**src/rtl/vga_fb_scanout.sv**
```systemverilog
// VGA 640x480@60 scanout from a 320x240, 3-bit frame buffer with 2x
// pixel/line replication. Three tick-aligned stages: counters and decode,
// frame-buffer fetch, registered RGB and sync outputs.
module vga_fb_scanout #(
    parameter int H_ACTIVE = 640,
    parameter int H_FP     = 16,
    parameter int H_SYNC   = 96,
    parameter int H_BP     = 48,
    parameter int V_ACTIVE = 480,
    parameter int V_FP     = 10,
    parameter int V_SYNC   = 2,
    parameter int V_BP     = 33,
    parameter int FB_W     = 320
) (
    input  logic        clock,
    input  logic        reset_n,
    input  logic        pix_en,
    input  logic        enable,
    output logic        rd_en,
    output logic [16:0] rd_addr,
    input  logic [2:0]  rd_data,
    output logic        vga_r,
    output logic        vga_g,
    output logic        vga_b,
    output logic        hsync_n,
    output logic        vsync_n,
    output logic        frame_start
);

    localparam int H_TOTAL = H_ACTIVE + H_FP + H_SYNC + H_BP;
    localparam int V_TOTAL = V_ACTIVE + V_FP + V_SYNC + V_BP;
    localparam int HW      = $clog2(H_TOTAL);
    localparam int VW      = $clog2(V_TOTAL);

    logic [HW-1:0] hcount;
    logic [VW-1:0] vcount;
    logic          frame_en;
    logic          h_last, v_last, origin, active, hs_act, vs_act;
    logic          fe_now, fetch;
    logic [16:0]   fb_x, fb_y, addr_calc;
    logic          s1_fetch, s1_hs, s1_vs;
    logic [2:0]    rgb;

    // Stage-0 decode of the current scan position
    always_comb begin
        h_last = (int'(hcount) == H_TOTAL - 1);
        v_last = (int'(vcount) == V_TOTAL - 1);
        origin = (hcount == '0) && (vcount == '0);
        active = (int'(hcount) < H_ACTIVE) && (int'(vcount) < V_ACTIVE);
        hs_act = (int'(hcount) >= H_ACTIVE + H_FP) &&
                 (int'(hcount) <  H_ACTIVE + H_FP + H_SYNC);
        vs_act = (int'(vcount) >= V_ACTIVE + V_FP) &&
                 (int'(vcount) <  V_ACTIVE + V_FP + V_SYNC);
        // The enable sampled at the origin tick must already govern the
        // origin pixel itself, otherwise pixel (0,0) would use the old frame's
        // setting and the frame would be partially drawn.
        fe_now = origin ? enable : frame_en;
        fetch  = active && fe_now;
        fb_x   = 17'(hcount >> 1);
        fb_y   = 17'(vcount >> 1);
    end

    // Row-pitch multiply; the 320 case is a two-term shift-add (256 + 64)
    generate
        if (FB_W == 320) begin : g_pitch320
            assign addr_calc = (fb_y << 8) + (fb_y << 6) + fb_x;
        end else begin : g_pitch_gen
            assign addr_calc = fb_y * 17'(FB_W) + fb_x;
        end
    endgenerate

    // Horizontal/vertical position counters, advanced only on ticks
    always_ff @(posedge clock or negedge reset_n) begin
        if (!reset_n) begin
            hcount <= '0;
            vcount <= '0;
        end else if (pix_en) begin
            if (h_last) begin
                hcount <= '0;
                vcount <= v_last ? '0 : vcount + VW'(1);
            end else begin
                hcount <= hcount + HW'(1);
            end
        end
    end

    // Display enable latched only at the frame origin
    always_ff @(posedge clock or negedge reset_n) begin
        if (!reset_n)
            frame_en <= 1'b0;
        else if (pix_en && origin)
            frame_en <= enable;
    end

    // Stage 1: fetch strobe (one clock wide), address, and pipelined flags
    always_ff @(posedge clock or negedge reset_n) begin
        if (!reset_n) begin
            rd_en    <= 1'b0;
            rd_addr  <= '0;
            s1_fetch <= 1'b0;
            s1_hs    <= 1'b0;
            s1_vs    <= 1'b0;
        end else begin
            rd_en <= 1'b0;
            if (pix_en) begin
                rd_en    <= fetch;
                s1_fetch <= fetch;
                s1_hs    <= hs_act;
                s1_vs    <= vs_act;
                if (fetch)
                    rd_addr <= addr_calc;
            end
        end
    end

    // Stage 2: colour and syncs registered together so they stay aligned
    always_ff @(posedge clock or negedge reset_n) begin
        if (!reset_n) begin
            rgb     <= 3'b000;
            hsync_n <= 1'b1;
            vsync_n <= 1'b1;
        end else if (pix_en) begin
            rgb     <= s1_fetch ? rd_data : 3'b000;
            hsync_n <= ~s1_hs;
            vsync_n <= ~s1_vs;
        end
    end

    assign {vga_r, vga_g, vga_b} = rgb;
    // Gated by reset so the pulse cannot appear while held in reset at (0,0)
    assign frame_start = reset_n & pix_en & origin;

endmodule
```
**config.mk**
```make
export PLATFORM = sky130hd
export DESIGN_NAME = vga_fb_scanout
export DESIGN_NICKNAME = d
export VERILOG_FILES = /design/src/rtl/vga_fb_scanout.sv
export SDC_FILE = /design/constraint.sdc
export NUM_CORES = 1
export LEC_CHECK = 0
export CAP_MARGIN = 30
export CORE_UTILIZATION = 50
export CTS_BUF_LIST = sky130_fd_sc_hd__clkbuf_8
export DETAILED_ROUTE_END_ITERATION = 10
export PLACE_DENSITY = 0.72
export SYNTH_ARGS = -nofsm -noshare
export SYNTH_HDL_FRONTEND = slang
export SYNTH_SLANG_ARGS = --single-unit
```
**constraint.sdc**
```tcl
create_clock -name clock -period 3.9 [get_ports clock]
set_input_delay 1.17 -clock clock [delete_from_list [all_inputs] [get_ports clock]]
set_output_delay 1.17 -clock clock [all_outputs]
set_load 0.05 [all_outputs]
```
# --- After elaboration in Yosys (flattened, before gate mapping) ---
# Index checks and enable logic that the tools add are counted.
classes:
  n_addsub: 4
  magnitude_cmp: 6
  n_eq_ne: 2
  mux: 5
  n_bitwise: 4
  reduce_logical: 10
op_table:
  columns: ["operator", "n"]
  rows:
  - ["adder 10 x 1 -> 10 bit (second input constant)", 2]
  - ["zero test 10 bit", 2]
  - ["< comparator 10 bit (second input constant)", 2]
  - ["< comparator 10 x 9 -> 1 bit (second input constant)", 2]
  - ["two-way mux 10 bit", 2]
  - ["adder 17 x 15 -> 17 bit", 1]
  - ["adder 17 x 9 -> 17 bit", 1]
  - ["== test 10 bit (second input constant)", 1]
  - ["== test 10 x 9 -> 1 bit (second input constant)", 1]
  - [">= comparator 10 bit (second input constant)", 1]
  - [">= comparator 10 x 9 -> 1 bit (second input constant)", 1]
  - ["logical AND 1 bit", 6]
  - ["AND reduction 2 bit", 2]
  - ["two-way mux 3 bit", 1]
  - ["bitwise AND 1 bit", 2]
  - ["two-way mux 1 bit", 2]
  - ["NOT 1 bit", 2]
word_totals:
  reg_bits: 47
  in_bits: 7

# --- Depth between registers and ports, before layout ---
depth:
  ltp_word: 5
  ltp_mapped: 10
  mapped_depth_nobuf: 9

# --- Worst setup path after synthesis ---
# Ideal clock, no wire load.
synth_path:
  path_type: "input to output"
  start: "in pix_en"
  end: "out frame_start"
  t_arrival_ns: 1.978
  required_time_ns: 2.730
  path_slack_ns: 0.752
  stages: 2
  n_path_buf: 1
  path_cell_list: "clkbuf_1 > and3_1"
synth_via:
  elab_chain_cells: 2
synth_lines:
  columns: ["element", "line", "text"]
  rows:
  - ["from (decl)", "17", "input logic pix_en,"]
  - ["bitwise AND 1 bit (2 in series)", "131", "assign frame_start = reset_n & pix_en & origin;"]
  - ["to (decl)", "27", "output logic frame_start"]
# No other way between the ends.

# --- Final worst setup path ---
# Ends and elaborated chain as after synthesis.

==> results.sh <==
export IMPL_place_worst_setup_slack_ns=0.585
export IMPL_grt_max_degree=48
export IMPL_path_cells="clkdlybuf4s50_1 > and3_1 > buf_12"
export IMPL_cp_num_buf_inv=2
export IMPL_yosysWarnings=0
export IMPL_drc=0
export IMPL_p_per_area_nw_per_um2=328
export IMPL_clock_skew_ns=0.00867
export IMPL_cts_sinks=47
export IMPL_cp_top_family="buffers and inverters"
export IMPL_dp_hpwl_mm=3.74
export IMPL_dieArea_sq_um=5900
export IMPL_synth_fp_nets=300
export IMPL_grt_pass1_vias=2012
export IMPL_start_kind="input port"
export IMPL_arrival_ns=2.15
export IMPL_hold_viol=0
export IMPL_critPathSlowestCell="clkdlybuf4s50_1"
export IMPL_antenna_cells=0
export IMPL_hp_class="flip-flop to flip-flop"
export IMPL_finalMaxSlewViolations=0
export IMPL_start_util=0.535
export IMPL_yosysUniqueCellTypes=45
export IMPL_cp_end_kind="primary output"
export IMPL_io_pins=31
export IMPL_totalWireLength_mm=5.28
export IMPL_final_layout_size_suffix_gt1_frac=0.125
export IMPL_grt_ovfl_total=0
export IMPL_critPathMaxStageDelay_ns=0.59
export IMPL_maxCapViolCount=0
export IMPL_dr_pass1_iters=6
export IMPL_cts_tree="done"
export IMPL_synthFlopType="dfrtp_1"
export IMPL_dieHeight_um=76.8
export IMPL_critPathKind="input port to primary output"
export IMPL_postCtsHoldBufs=0
export IMPL_synth_edff_count=0
export IMPL_synthCells=270
export IMPL_slew_headroom=0.555
export IMPL_cts_setup_buffers=0
export IMPL_synth_area_sq_um=2800
export IMPL_async_flop_share=1.00
export IMPL_h_tree_depth=2
export IMPL_critical_path_max_fanout=7
export IMPL_rsz0062_at_grt="no"
export IMPL_setup_violations=0
export IMPL_syn_area_per_cell_sq_um=10.4
export IMPL_irDropWorstVdd_mv=0.234
export IMPL_antenna_found_initial=0
export IMPL_setup_ws_ns=0.577
export IMPL_ctsResizeCount=0
export IMPL_tightestPinTransition_ns=0.666
export IMPL_fmax_mhz=301
export IMPL_ys_ff_latch=47
export IMPL_drt_iter0_markers=82
export IMPL_final_nets=326
export IMPL_clk_pin_slew_ns=0.09
export IMPL_rows=26
export IMPL_synth_seq_area_share=0.421
export IMPL_grtUsageTotal=0.193
export IMPL_utilization=0.617
export IMPL_syn_to_final_growth_pct=15.5
export IMPL_required_ns=2.73
export IMPL_fin_crit_ns=3.32
export IMPL_setup_tns_ns=0
export IMPL_core_area_sq_um=5240
export IMPL_vias=2074
export IMPL_outcome="finished, final reports clean"
export IMPL_port_buffers=30
export IMPL_clkLatencyLatePin_ns=0.30
export IMPL_viasPerCell=5.65
export IMPL_cts_buffers_inserted=5
export IMPL_finalCritPeriodShare=0.852
export IMPL_die_x_um=76.8
export IMPL_clockBufferDepth=2
export IMPL_place_gp_congestion=0.822
export IMPL_layout_common_cells="dfrtp_1 (45), clkdlybuf4s50_1 (28), ha_1 (21)"
export IMPL_power_leakage_nw=1.50
export IMPL_grt_first_pass_wirelength_mm=9.14
export IMPL_cts_root_buf="clkbuf_8"
export IMPL_final_antenna_net_count=0
export IMPL_wl_per_cell_um=14.4
export IMPL_final_common_cell="dfrtp_1"
area by class of cell:
type / instances / area, sq um
fillers: 430 / 2000
multi-input cells: 193 / 1460
flip-flops and latches: 47 / 1180
repair buffers: 32 / 320
well taps: 70 / 87.6
clock buffers: 5 / 68.8
inverters: 17 / 68.8
clock inverters: 3 / 46.3
layer usage:
layer / up-vias / wire, um / track usage
met4: 0 / 60 / 0.0615
met3: 4 / 155 / 0.0393
met1: 1018 / 2480 / 0.253
li1: 1016 / - / -
met5: - / 0 / 0
met2: 36 / 2580 / 0.320
worst register-to-register path, stage by stage, from the launching register on:
cell	delay [ns]
dfrtp_1	0.53
fa_1	0.56
inv_1	0.06
fa_1	0.47
nor2b_1	0.18
o2111ai_1	0.19
nand2_1	0.13
xor2_1	0.07
mux2_4	0.27
final timing paths:
path | start | end | slack, ns | cells past startpoint
worst min-delay path | s1_vs | vsync_n | 0.42 | 1
worst max register to register | vcount[3] | rd_addr[13] | 1.33 | 8
worst max-delay path | pix_en | frame_start | 0.58 | 3
worst min register to register | s1_vs | vsync_n | 0.42 | 1
min in group asynchronous | reset_n | frame_en | 0.97 | 2
max in group asynchronous | reset_n | rgb[2] | 2.53 | 2
Yosys cell counts, drive strengths merged, types with 4 or more instances:
cell / count / area [sq um]
o31ai: 4 / 30.0
xor2: 6 / 52.6
nor3: 9 / 50.1
mux2: 19 / 248
nand2: 12 / 45.0
mux2i: 4 / 40.0
clkbuf: 9 / 33.8
nor2: 18 / 67.6
inv: 17 / 68.8
buf: 4 / 56.3
nand3: 15 / 75.1
dfrtp: 45 / 1130
ha: 21 / 263
nand4: 4 / 25.0
xnor2: 7 / 61.3
and3: 8 / 50.1
o21ai: 20 / 100
a21oi: 10 / 50.1
logic make-up after synthesis:
group | after synthesis | share of synthesized area
xor gates and xnor gates | 13 | 0.0407
buffers and inverters | 30 | 0.0567
AOI/OAI and AO/OA | 46 | 0.0970
and+or+nand+nor | 88 | 0.174
muxes | 23 | 0.103
adders and majority gates | 23 | 0.108
DFF | 47 | 0.421
per-stage QoR:
stage / power [mW] / area (sq um) / instances / hold slack (ns)
6_report: 1.06 / 3230 / 367 / 0.420
5_1_grt: 1.11 / 3230 / 367 / 0.434
4_1_cts: 1.07 / 3230 / 367 / 0.432
3_5_place_dp: 0.705 / 3120 / 359 / 0.414
3_3_place_gp: 0.699 / 3120 / 359 / 0.413
2_1_floorplan: 0.664 / 2800 / 270 / 0.388
sequential cells by signal, indices dropped and copies added (netlist names):
signal / flops
s1_fetch: 1
hcount: 10
vsync_n: 1
rd_en: 1
frame_en: 1
vcount: 10
s1_vs: 1
rd_addr: 17
hsync_n: 1
rgb: 3
s1_hs: 1
power by group:
part | switching [mW] | internal (mW)
Combinational | 0.0609 | 0.0540
Clock | 0.173 | 0.193
Sequential | 0.0592 | 0.520
No activity file was read; power rests on OpenSTA's default activity.
